==> src/rtl/trap_controller.sv <==
// Machine-mode trap sequencer: arbitrates timer/external interrupts, drains the
// pipeline to a commit point, then issues CSR strobes, flush and PC redirect.
module trap_controller #(
    parameter int XLEN      = 32,
    parameter int DRAIN_MAX = 15
) (
    input  logic            clk,
    input  logic            reset,
    input  logic            irq_timer,
    input  logic            irq_ext,
    input  logic            mie_mtie,
    input  logic            mie_meie,
    input  logic            mstatus_mie,
    input  logic [XLEN-1:0] mtvec,
    input  logic [XLEN-1:0] mepc_q,
    input  logic            commit_valid,
    input  logic [XLEN-1:0] commit_pc,
    input  logic            commit_mret,
    input  logic [XLEN-1:0] fetch_pc,
    output logic            stall_req,
    output logic            flush,
    output logic            redirect_valid,
    output logic [XLEN-1:0] redirect_pc,
    output logic            trap_we,
    output logic [XLEN-1:0] mepc_wdata,
    output logic [XLEN-1:0] mcause_wdata,
    output logic            mstatus_trap,
    output logic            mstatus_mret,
    output logic            busy
);

    localparam logic [1:0] ST_IDLE  = 2'd0;
    localparam logic [1:0] ST_DRAIN = 2'd1;
    localparam logic [1:0] ST_TRAP  = 2'd2;
    localparam logic [1:0] ST_MRET  = 2'd3;
    localparam logic [7:0] DRAIN_LIMIT = 8'(DRAIN_MAX);

    logic [1:0]      rst_sync_q;
    logic            rst_n_s;
    logic [1:0]      state_q, state_d;
    logic [7:0]      cnt_q, cnt_d;
    logic [XLEN-1:0] redirect_q, redirect_d;
    logic [XLEN-1:0] mepc_wdata_q, mepc_wdata_d;
    logic [XLEN-1:0] mcause_q, mcause_d;

    logic            pending_s;
    logic            ext_win_s;
    logic [3:0]      code_s;
    logic [XLEN-1:0] base_s;
    logic [XLEN-1:0] target_s;
    logic [XLEN-1:0] cause_s;
    logic [XLEN-1:0] trap_pc_s;

    // Reset synchronizer: assertion is immediate, release waits two clock edges.
    always_ff @(posedge clk or negedge reset) begin
        if (!reset) begin
            rst_sync_q <= 2'b00;
        end else begin
            rst_sync_q <= {rst_sync_q[0], 1'b1};
        end
    end

    assign rst_n_s = rst_sync_q[1];

    assign ext_win_s = irq_ext & mie_meie;
    assign pending_s = mstatus_mie & (ext_win_s | (irq_timer & mie_mtie));
    assign code_s    = ext_win_s ? 4'd11 : 4'd7;
    assign cause_s   = {1'b1, {(XLEN-5){1'b0}}, code_s};
    assign base_s    = {mtvec[XLEN-1:2], 2'b00};
    assign trap_pc_s = commit_valid ? commit_pc : fetch_pc;

    // Trap vector: vectored mode offsets by 4*code, every other mode jumps to base.
    always_comb begin
        target_s = base_s;
        if (mtvec[1:0] == 2'b01) begin
            target_s = base_s + {{(XLEN-6){1'b0}}, code_s, 2'b00};
        end else begin
            target_s = base_s;
        end
    end

    // Next-state and latch-data selection.
    always_comb begin
        state_d      = state_q;
        cnt_d        = cnt_q;
        redirect_d   = redirect_q;
        mepc_wdata_d = mepc_wdata_q;
        mcause_d     = mcause_q;
        case (state_q)
            ST_IDLE: begin
                if (pending_s) begin
                    state_d = ST_DRAIN;
                    cnt_d   = 8'd0;
                end else if (commit_valid && commit_mret) begin
                    state_d    = ST_MRET;
                    redirect_d = mepc_q;
                end else begin
                    state_d = ST_IDLE;
                end
            end
            ST_DRAIN: begin
                // Cause and target are taken at exit so late-arriving higher priority wins.
                if (!pending_s) begin
                    state_d = ST_IDLE;
                end else if (commit_valid || (cnt_q == DRAIN_LIMIT)) begin
                    state_d      = ST_TRAP;
                    mepc_wdata_d = trap_pc_s;
                    mcause_d     = cause_s;
                    redirect_d   = target_s;
                end else if (cnt_q != 8'hFF) begin
                    cnt_d = cnt_q + 8'd1;
                end else begin
                    cnt_d = cnt_q;
                end
            end
            ST_TRAP: begin
                state_d = ST_IDLE;
            end
            ST_MRET: begin
                state_d = ST_IDLE;
            end
            default: begin
                state_d = ST_IDLE;
            end
        endcase
    end

    // State and latched trap data.
    always_ff @(posedge clk or negedge rst_n_s) begin
        if (!rst_n_s) begin
            state_q      <= ST_IDLE;
            cnt_q        <= 8'd0;
            redirect_q   <= {XLEN{1'b0}};
            mepc_wdata_q <= {XLEN{1'b0}};
            mcause_q     <= {XLEN{1'b0}};
        end else begin
            state_q      <= state_d;
            cnt_q        <= cnt_d;
            redirect_q   <= redirect_d;
            mepc_wdata_q <= mepc_wdata_d;
            mcause_q     <= mcause_d;
        end
    end

    assign stall_req      = (state_q != ST_IDLE);
    assign busy           = (state_q != ST_IDLE);
    assign flush          = (state_q == ST_TRAP) || (state_q == ST_MRET);
    assign redirect_valid = (state_q == ST_TRAP) || (state_q == ST_MRET);
    assign trap_we        = (state_q == ST_TRAP);
    assign mstatus_trap   = (state_q == ST_TRAP);
    assign mstatus_mret   = (state_q == ST_MRET);
    assign redirect_pc    = redirect_q;
    assign mepc_wdata     = mepc_wdata_q;
    assign mcause_wdata   = mcause_q;

endmodule

==> config.mk <==
export PLATFORM = sky130hd
export DESIGN_NAME = trap_controller
export DESIGN_NICKNAME = d
export VERILOG_FILES = /design/src/rtl/trap_controller.sv
export SDC_FILE = /design/constraint.sdc
export NUM_CORES = 1
export LEC_CHECK = 0
export ABC_AREA = 1
export CAP_MARGIN = 10
export CORE_MARGIN = 4
export CORE_UTILIZATION = 38
export CTS_CLUSTER_DIAMETER = 150
export DETAILED_ROUTE_END_ITERATION = 8
export PLACE_DENSITY = 0.78
export SYNTH_ARGS = -nofsm -noshare
export SYNTH_HDL_FRONTEND = slang
export SYNTH_SLANG_ARGS = --single-unit
==> constraint.sdc <==
create_clock -name clk -period 2.4 [get_ports clk]
set_input_delay 0.6 -clock clk [delete_from_list [all_inputs] [get_ports clk]]
set_output_delay 0.6 -clock clk [all_outputs]
set_load 0.05 [all_outputs]
* After elaboration in Yosys (flattened, before gate mapping)
Cells that the tools add are included.
** Storage, ports and cells
- Bits in registers :: 81
- Latch bits :: 0
- RAM bits :: 0
- Bits in read-only memories :: 0
- Input bits :: 137
- Output and inout bits :: 103
- Memories :: 0
** Cells by class
- $add $sub $neg :: 2
- Multiply operators :: 0
- Divide/modulo/power cells :: 0
- Order comparisons :: 0
- Equal/unequal tests :: 14
- Shift-type cells :: 0
- Multiplexer cells :: 18
- Bitwise logic cells :: 4
- Reduce and logical (&&, ||, !) cells :: 10
** Operator list (number)
- 2-to-1 mux 32 bit :: 6
- case mux 32 bit (2 select lines) :: 1
- adder 32 x 6 -> 32 bit :: 1
- 2-to-1 mux 8 bit :: 4
- case mux 8 bit (2 select lines) :: 1
- inequality test 2 bit (second input constant) :: 7
- AND reduction 5 bit :: 2
- adder 8 x 1 -> 8 bit (second input constant) :: 1
- == test 8 x 4 -> 1 bit (second input constant) :: 1
- 2-to-1 mux 2 bit :: 4
- inequality test 8 bit (second input constant) :: 1
- case mux 2 bit (3 select lines) :: 1
- == test 2 x 1 -> 1 bit (second input constant) :: 2
- == test 2 bit (second input constant) :: 2
- 2-to-1 mux 4 bit :: 1
- nonzero test 2 bit :: 2
- bitwise AND 1 bit :: 3
- inequality test 3 bit (second input constant) :: 1
- AND reduction 3 bit :: 1
- logical NOT 2 bit :: 1
- logical OR 1 bit :: 2
- OR reduction 2 bit :: 1
- logical AND 1 bit :: 1
- bitwise OR 1 bit :: 1

* Logic depth before layout (Yosys ltp)
- Depth after elaboration :: 7
- Gate-level depth with buffers :: 13
- Depth with buffers taken out :: 13

* Worst setup path after synthesis
OpenSTA, ideal clock, no wires.
- Kind :: reg2out
- Start point :: register state_q[1]
- End point :: output trap_we
- Arrival :: 1.514 ns
- Required time :: 1.800 ns
- Path slack :: 0.286 ns
- Cell stages (with the launch flop) :: 4
- Cells stage by stage :: dfrtp_1 inv_1 nor2_1 buf_4
** On the way
- Longest elaborated chain between the ends :: 1
** Ends and longest elaborated chain
- start: declaration :: line 40 : logic [1:0] state_q, state_d;
- start signal: assignment :: line 137 : state_q <= state_d;
- == test 2 bit
- end: declaration :: line 24 : output logic trap_we,
Every way passes these cells.

* Worst setup path after layout
- Start point :: register state_q[1]
- End point :: output flush
** On the way
- Longest elaborated chain between the ends :: 2
** Ends and longest elaborated chain
- == test 2 bit :: line 147 : assign flush = (state_q == ST_TRAP) || (state_q == ST_MRET);
- logical OR 1 bit * :: line 147
- end: declaration :: line 21 : output logic flush,
Every way passes the cells marked *; elsewhere a longest branch is shown, timed or not.

==> impl_results.rst <==
.. list-table::
   :header-rows: 1

   * - Metric
     - Value
   * - Crit path launch type
     - flip-flop
   * - Commonest non-fill, non-tap cell in the layout
     - sky130_fd_sc_hd__nand2_1
   * - Outcome
     - finished, final reports clean
   * - Worst-path cell with the longest stage delay
     - sky130_fd_sc_hd__clkdlybuf4s50_1
   * - Clock skew
     - 0.00744 ns
   * - Gpl congestion
     - 0.933
   * - Gr ovfl total
     - 0
   * - Area growth from synthesis to final layout
     - 53.8%
   * - Half-perimeter wire length after placement
     - 13000 um
   * - Io pins
     - 240
   * - Antenna violations before repair
     - 0
   * - Filler cells
     - 1205
   * - Count of hold buffers inserted by post-cts repair
     - 0
   * - GRT Overall Usage
     - 0.209
   * - Area occupied by multi-input gates
     - 0.00251 mm2
   * - Seq/Total Area, Yosys
     - 0.387
   * - Finished Core Util
     - 0.595
   * - Starting Density
     - 0.387
   * - Total power
     - 7.02 mW
   * - Family with the most delay on the worst path
     - buffers and inverters
   * - Clock transition at the registers of the reported paths
     - 0.06 ns
   * - Most frequent cells in the layout
     - 209 x sky130_fd_sc_hd__nand2_1, 206 x sky130_fd_sc_hd__clkdlybuf4s50_1, 85 x sky130_fd_sc_hd__inv_1
   * - Register Area
     - 0.00198 mm2
   * - Max Fanout on Critical Path
     - 7
   * - Top achievable clock speed
     - 428 MHz
   * - Yosys warnings
     - 0
   * - Number of flops mapped to enable cells by yosys
     - 0
   * - Core Area
     - 0.0132 mm2
   * - Clock sinks
     - 79
   * - Max-slew violation total from the final report
     - 0
   * - Number of rows created at floorplan
     - 42
   * - NumNets Final
     - 1112
   * - Power per Cell Area
     - 895 mW/mm2
   * - Number of antenna cells inserted
     - 0
   * - Cells after Synth
     - 741
   * - Area enclosed by the die boundary
     - 0.0153 mm2
   * - # H-tree levels
     - 3
   * - Peak supply drop
     - 0.558 mV
   * - Via count
     - 5407
   * - First-pass GRT wire length
     - 24900 um
   * - TritonCTS clock tree
     - yes
   * - Share of flip-flops with an asynchronous set or reset after synthesis
     - 1.00
   * - DRC violations left
     - 0
   * - CTS max path bufs
     - 2
   * - Die width
     - 124 um
   * - Routed wire length
     - 16300 um
   * - Synthesized cell area
     - 0.00510 mm2
   * - Critical Setup Path Class
     - reg2out
   * - Max Cap Viol
     - 0
   * - Required time of the worst setup path
     - 1.80 ns
   * - DR pass1 iterations
     - 5
   * - DR iter-0 viols
     - 384
   * - Post-layout minimum cycle time
     - 2.34 ns
   * - Mean routed wirelength per cell
     - 14.2 um
   * - Library cells used by synthesis
     - 42
   * - Final critical-path share of the clock period
     - 0.973
   * - Setup-failing EPs final
     - 0
   * - Clock root buffer
     - sky130_fd_sc_hd__clkbuf_16
   * - Number of buffer cells added on primary ports
     - 212
   * - Slew of the pin with the lowest slew margin
     - 0.753 ns
   * - Highest cell delay on the worst timing path
     - 0.87 ns
   * - Hold Slack
     - 0.309 ns
   * - ANT nets after route
     - 0
   * - Top_reg_cell synth
     - sky130_fd_sc_hd__dfrtp_1
   * - Ratio of cells with drive above 1 in the final layout
     - 0.0941
   * - Post-DR vias/cell
     - 4.69
   * - Worst path bufs/invs
     - 1
   * - Mean post-synth cell area
     - 6.89 um2
   * - Setup repair bufs after CTS
     - 0
   * - Largest net degree at the start of global routing
     - 65
   * - Die H
     - 124 um
   * - Clock latency of the later-clocked register in the worst-skew pair
     - 0.34 ns
   * - Number of global-route vias before repair
     - 5079
   * - Number of buffers inserted during clock tree synthesis
     - 9
   * - Worst rel slew slack
     - 0.498
   * - Kind of end point of the critical path
     - output pin
   * - Post-cts repair resize count
     - 0
   * - Lkg Pwr
     - 3.69 nW
   * - Flops & latches, synth
     - 79
   * - Count of final hold-check violations
     - 0
   * - RSZ-0062 raised after global routing
     - no
   * - Critical path data arrival time
     - 1.74 ns
   * - Series of cell instances along the critical path
     - clkdlybuf4s50_1
   * - Path type of the worst min-delay path
     - reg2async
==> path summary, 6_finish.rpt <==
path	start	endpoint	slack, ns	depth (start not counted)
worst min-delay path	rst_sync_q[1]$_DFF_PN0_	redirect_pc[6]$_DFFE_PN0P_	0.31	0
worst max register to register	state_q[1]$_DFFE_PN0P_	redirect_pc[7]$_DFFE_PN0P_	0.62	5
min in group clk	rst_sync_q[0]$_DFF_PN0_	rst_sync_q[1]$_DFF_PN0_	0.35	0
worst max-delay path	state_q[1]$_DFFE_PN0P_	flush	0.06	1
worst min register to register	rst_sync_q[1]$_DFF_PN0_	redirect_pc[6]$_DFFE_PN0P_	0.31	0
max in group asynchronous	rst_sync_q[1]$_DFF_PN0_	state_q[0]$_DFFE_PN0P_	1.50	1
==> where the power goes <==
group,internal [mW],leakage (nW),switching (mW)
Sequential,1.74,0.979,0.259
Combinational,1.19,2.55,2.33
Clock,0.971,0.159,0.531
==> sequential cells by signal, summed over array words and instances, names as in the netlist <==
signal / flops
mcause_wdata: 3
redirect_pc: 32
state_q: 2
rst_sync_q: 2
mepc_wdata: 32
cnt_q: 8
==> cell type report <==
type,count,share of cell area
Clock buffer,12,0.0327
Clock inverter,4,0.00973
Inverter,88,0.0421
Multi-Input combinational cell,539,0.320
Sequential cell,79,0.252
Tap cell,176,0.0281
Timing Repair Buffer,256,0.315
==> synthesized netlist by cell type (all sizes together), types with 2 or more instances <==
cell type	instances	share of area
or2	3	0.0037
conb	2	0.0015
nand2	214	0.16
nand3	40	0.042
xor2	6	0.010
nand4	17	0.022
nor2	76	0.064
dfrtp	79	0.39
o21ai	91	0.090
a21oi	30	0.029
inv	88	0.065
nor3	11	0.014
clkbuf	16	0.012
o211ai	5	0.0074
ha	2	0.0049
buf	45	0.064
nor3b	2	0.0029
o21bai	2	0.0037
xnor2	3	0.0052
a31oi	2	0.0025
==> through the flow <==
| stage | setup TNS [ns] | worst slack, ns | instance area [um2] | cells |
|---|---|---|---|---|
| 3_5_place_dp | -0.592 | -0.0775 | 7510 | 1138 |
| 2_1_floorplan | 0 | 0.0369 | 5200 | 767 |
| 3_3_place_gp | -0.0643 | -0.0283 | 7510 | 1138 |
| 6_report | 0 | 0.0642 | 7850 | 1154 |
| 5_1_grt | 0 | 0.00773 | 7850 | 1154 |
| 4_1_cts | 0 | 0.0435 | 7850 | 1154 |
==> routing by layer <==
metal  routed length (um)  track usage  vias up
met5                    0            0        -
met4                  415       0.0824        0
li1                     -            -     2769
met1                 6270        0.234     2400
met2                 8130        0.367      207
met3                 1530       0.0668       31
==> cell families (layout without fill, tap and decap cells) <==
family,count (synthesis),after routing,share of synthesized area
xor+xnor,9,9,0.0154
fa+ha+maj,2,2,0.00490
compound gates,134,134,0.139
buf+inv,149,360,0.140
flops,79,79,0.387
other cells,2,28,0.00147
simple gates,366,366,0.312
(Power assumes the default switching activity.)
==> RTL change: new RTL, same flow settings <==
Change the parameter `XLEN` from 32 to 36.
--- a/src/rtl/trap_controller.sv
+++ b/src/rtl/trap_controller.sv
@@ -2,5 +2,5 @@
 // pipeline to a commit point, then issues CSR strobes, flush and PC redirect.
 module trap_controller #(
-    parameter int XLEN      = 32,
+    parameter int XLEN      = 36,
     parameter int DRAIN_MAX = 15
 ) (
Interface: changed (7 resized); port bits go from 240 to 268. The function was not compared with the original's and may differ.
==> RTL change against the unedited design <==
  * Routed wire length increased by 13%
  * Cell area increased by 14%
  * Highest routed layer unchanged
  * Sequential power increased by 11%
  * Area after synthesis increased by 17%
  * Die area increased by 16%
  * Count of clock-buffer cells in the layout decreased by 2
  * Worst setup slack improved by 0.031 ns
  * Final cell count increased by 16%
  * Sequential cell count increased by 8
  * Non-clock buffer count increased by 32
  * Total power increased by 8.3%
  * Largest power group unchanged
==> RTL change: results (changes against the unedited design) <==
** Global route
- The via count of the first global-routing pass came to 5948 (+17%).
- Global routing met2 resource utilization :: 35.0% (-1.7 points)
- Combined global-route utilization of all metal layers :: 20.4% (-0.51 points)
- Maximum number of pins on one net before global-route repair :: 75 (+15%)
- The global-route wire length before repair is 29.7 mm (+19%).
- Met1 GRT Util :: 25.8% (+2.4 points)
- GR met3 Demand/Resource :: 4.38% (-2.3 points)

** Cells and area
- Fraction of final layout cells sized beyond drive strength 1 :: 11.9% (+2.5 points)
- Number of filler instances in the final layout :: 1434 (+19%)
- The diode insertion count for antenna repair is 0 (unchanged).

** Detailed routing
- 1st-pass router iterations :: 5 (unchanged)
- The final wirelength was 18.5 mm (+13%).
- The via count normalized by instance count is 4.73 (+0.99%).
- Total number of vias :: 6317 (+17%)
- Initial detailed-routing violation count :: 328 (-15%)

** Setup path
- Worst stage delay on the critical path :: roughly 0.86 ns
- Cell family with most CP delay :: buffers and inverters
- Data arrival at the endpoint of the critical path :: 1.70 ns (-0.04 ns)
- Maximum fanout count along the critical path :: 7 (unchanged)

** Clocking
- The number of clock buffers inserted by TritonCTS is 9 (unchanged).
- Clock-pin slew was measured on the worst setup and hold paths at 0.07 ns.
- The number of resized instances in the post-cts repair step is 1 (+1).
- Clock root buffer :: clkbuf_16

** STA
- Actual slew at the worst max-slew pin :: 0.665 ns (-0.0881 ns)
- Final Skew :: 0.0128 ns (+0.00533 ns)

** Yosys
- Number of distinct library cells after synthesis :: 45 (+7.1%)
- The yosys synthesis warning count was 0 (unchanged).
- By area the synthesized netlist is led by dfrtp_1, nand2_1, nor2_1, buf_4, inv_1.
- Sequential element share of the synthesized area :: 36.5% (-2.3 points)
- Share of synthesized registers carrying an async set or reset :: 100% (unchanged)
- Counting instances in the post-synthesis netlist gives the leading cell types as nand2_1, nor2_1, dfrtp_1.
- The number of instances in the synthesized netlist is 861 (+16%).
- For this run, the leading register cell type out of synthesis is dfrtp_1.

** Placement
- The sum of net half-perimeters after detailed placement was 14.6 mm (+12%).
- Routability congestion estimate from global placement :: 0.923 (-1.1%)
- The placement-stage cell area is 0.00867 mm^2 (+15%).
- The number of buffers inserted by port buffering was 236 (+11%).
- Place WS :: -0.0624 ns (+0.0150 ns)
- The cell total after placement is 1319 (+16%).

** Status
- Outcome :: finished clean

** Worst hold path
- The min-delay analysis places its worst path in the category register to register.

** Pwr
- The leakage power total is 4.22 nW (+15%).
- Net Sw Frac :: 46.9% (+2.4 points)
- The peak supply drop came to 0.384 mV (-31%).
## RTL change: changes by cell type after synthesis, moves of 9 or more
| cell | before | now |
|---|---|---|
| inv_2 | 3 | 12 |
| nand3_1 | 37 | 46 |
| o21ai_1 | 10 | 39 |
| nor2_1 | 68 | 90 |
| o21ai_0 | 80 | 48 |
| nand2_1 | 209 | 252 |
## RTL change: per-layer routing
| layer | routed length [um] | up-vias | share of wire (%) |
|---|---|---|---|
| li1 | - | 3200 | - |
| met1 | 7890 | 2854 | 43 |
| met5 | 0 | - | 0 |
| met3 | 1380 | 24 | 7.4 |
| met2 | 8860 | 239 | 48 |
| met4 | 356 | 0 | 1.9 |
## RTL change: kinds of logic (layout without fill, tap and decap cells)
family,after synthesis,in the layout,synth area share (%)
AOI/OAI and AO/OA,142,142,13.2
xor gates and xnor gates,11,11,1.61
adders and majority gates,2,2,0.419
buffers and inverters,167,400,13.9
DFF,87,87,36.5
muxes,1,1,0.189
other,2,32,0.126
and+or+nand+nor,449,449,34.1
## RTL change: final timing paths
path	start	end	slack [ns]	cells past startpoint
max	state_q[1]$_DFFE_PN0P_	flush	0.1	1
min	rst_sync_q[0]$_DFF_PN0_	rst_sync_q[1]$_DFF_PN0_	0.35	0
max reg2reg	cnt_q[0]$_DFFE_PN0P_	redirect_pc[23]$_DFFE_PN0P_	0.46	9
min reg2reg	rst_sync_q[0]$_DFF_PN0_	rst_sync_q[1]$_DFF_PN0_	0.35	0
max in group asynchronous	rst_sync_q[1]$_DFF_PN0_	mepc_wdata[2]$_DFFE_PN0P_	1.40	1
min in group asynchronous	rst_sync_q[1]$_DFF_PN0_	redirect_pc[29]$_DFFE_PN0P_	0.36	0
## RTL change: power groups by stage
stage	Combinational (mW)	Sequential (mW)	Clock [mW]
global route	4.25	2.29	1.44
floorplan	0.990	3.81	0
CTS	4.07	2.23	1.38
global placement	4.03	2.23	0
detailed placement	4.06	2.24	0
finish	4.04	2.22	1.35
## RTL change: cell type report
type                            count  area (um^2)  area share (%)
Inverter                           96          362            4.04
Clock buffer                       10          239            2.67
Clock inverter                      6         43.8           0.489
Tap cell                          211          264            2.95
Timing Repair Buffer              288         2790            31.1
Sequential cell                    87         2180            24.4
Multi-Input combinational cell    637         3080            34.4
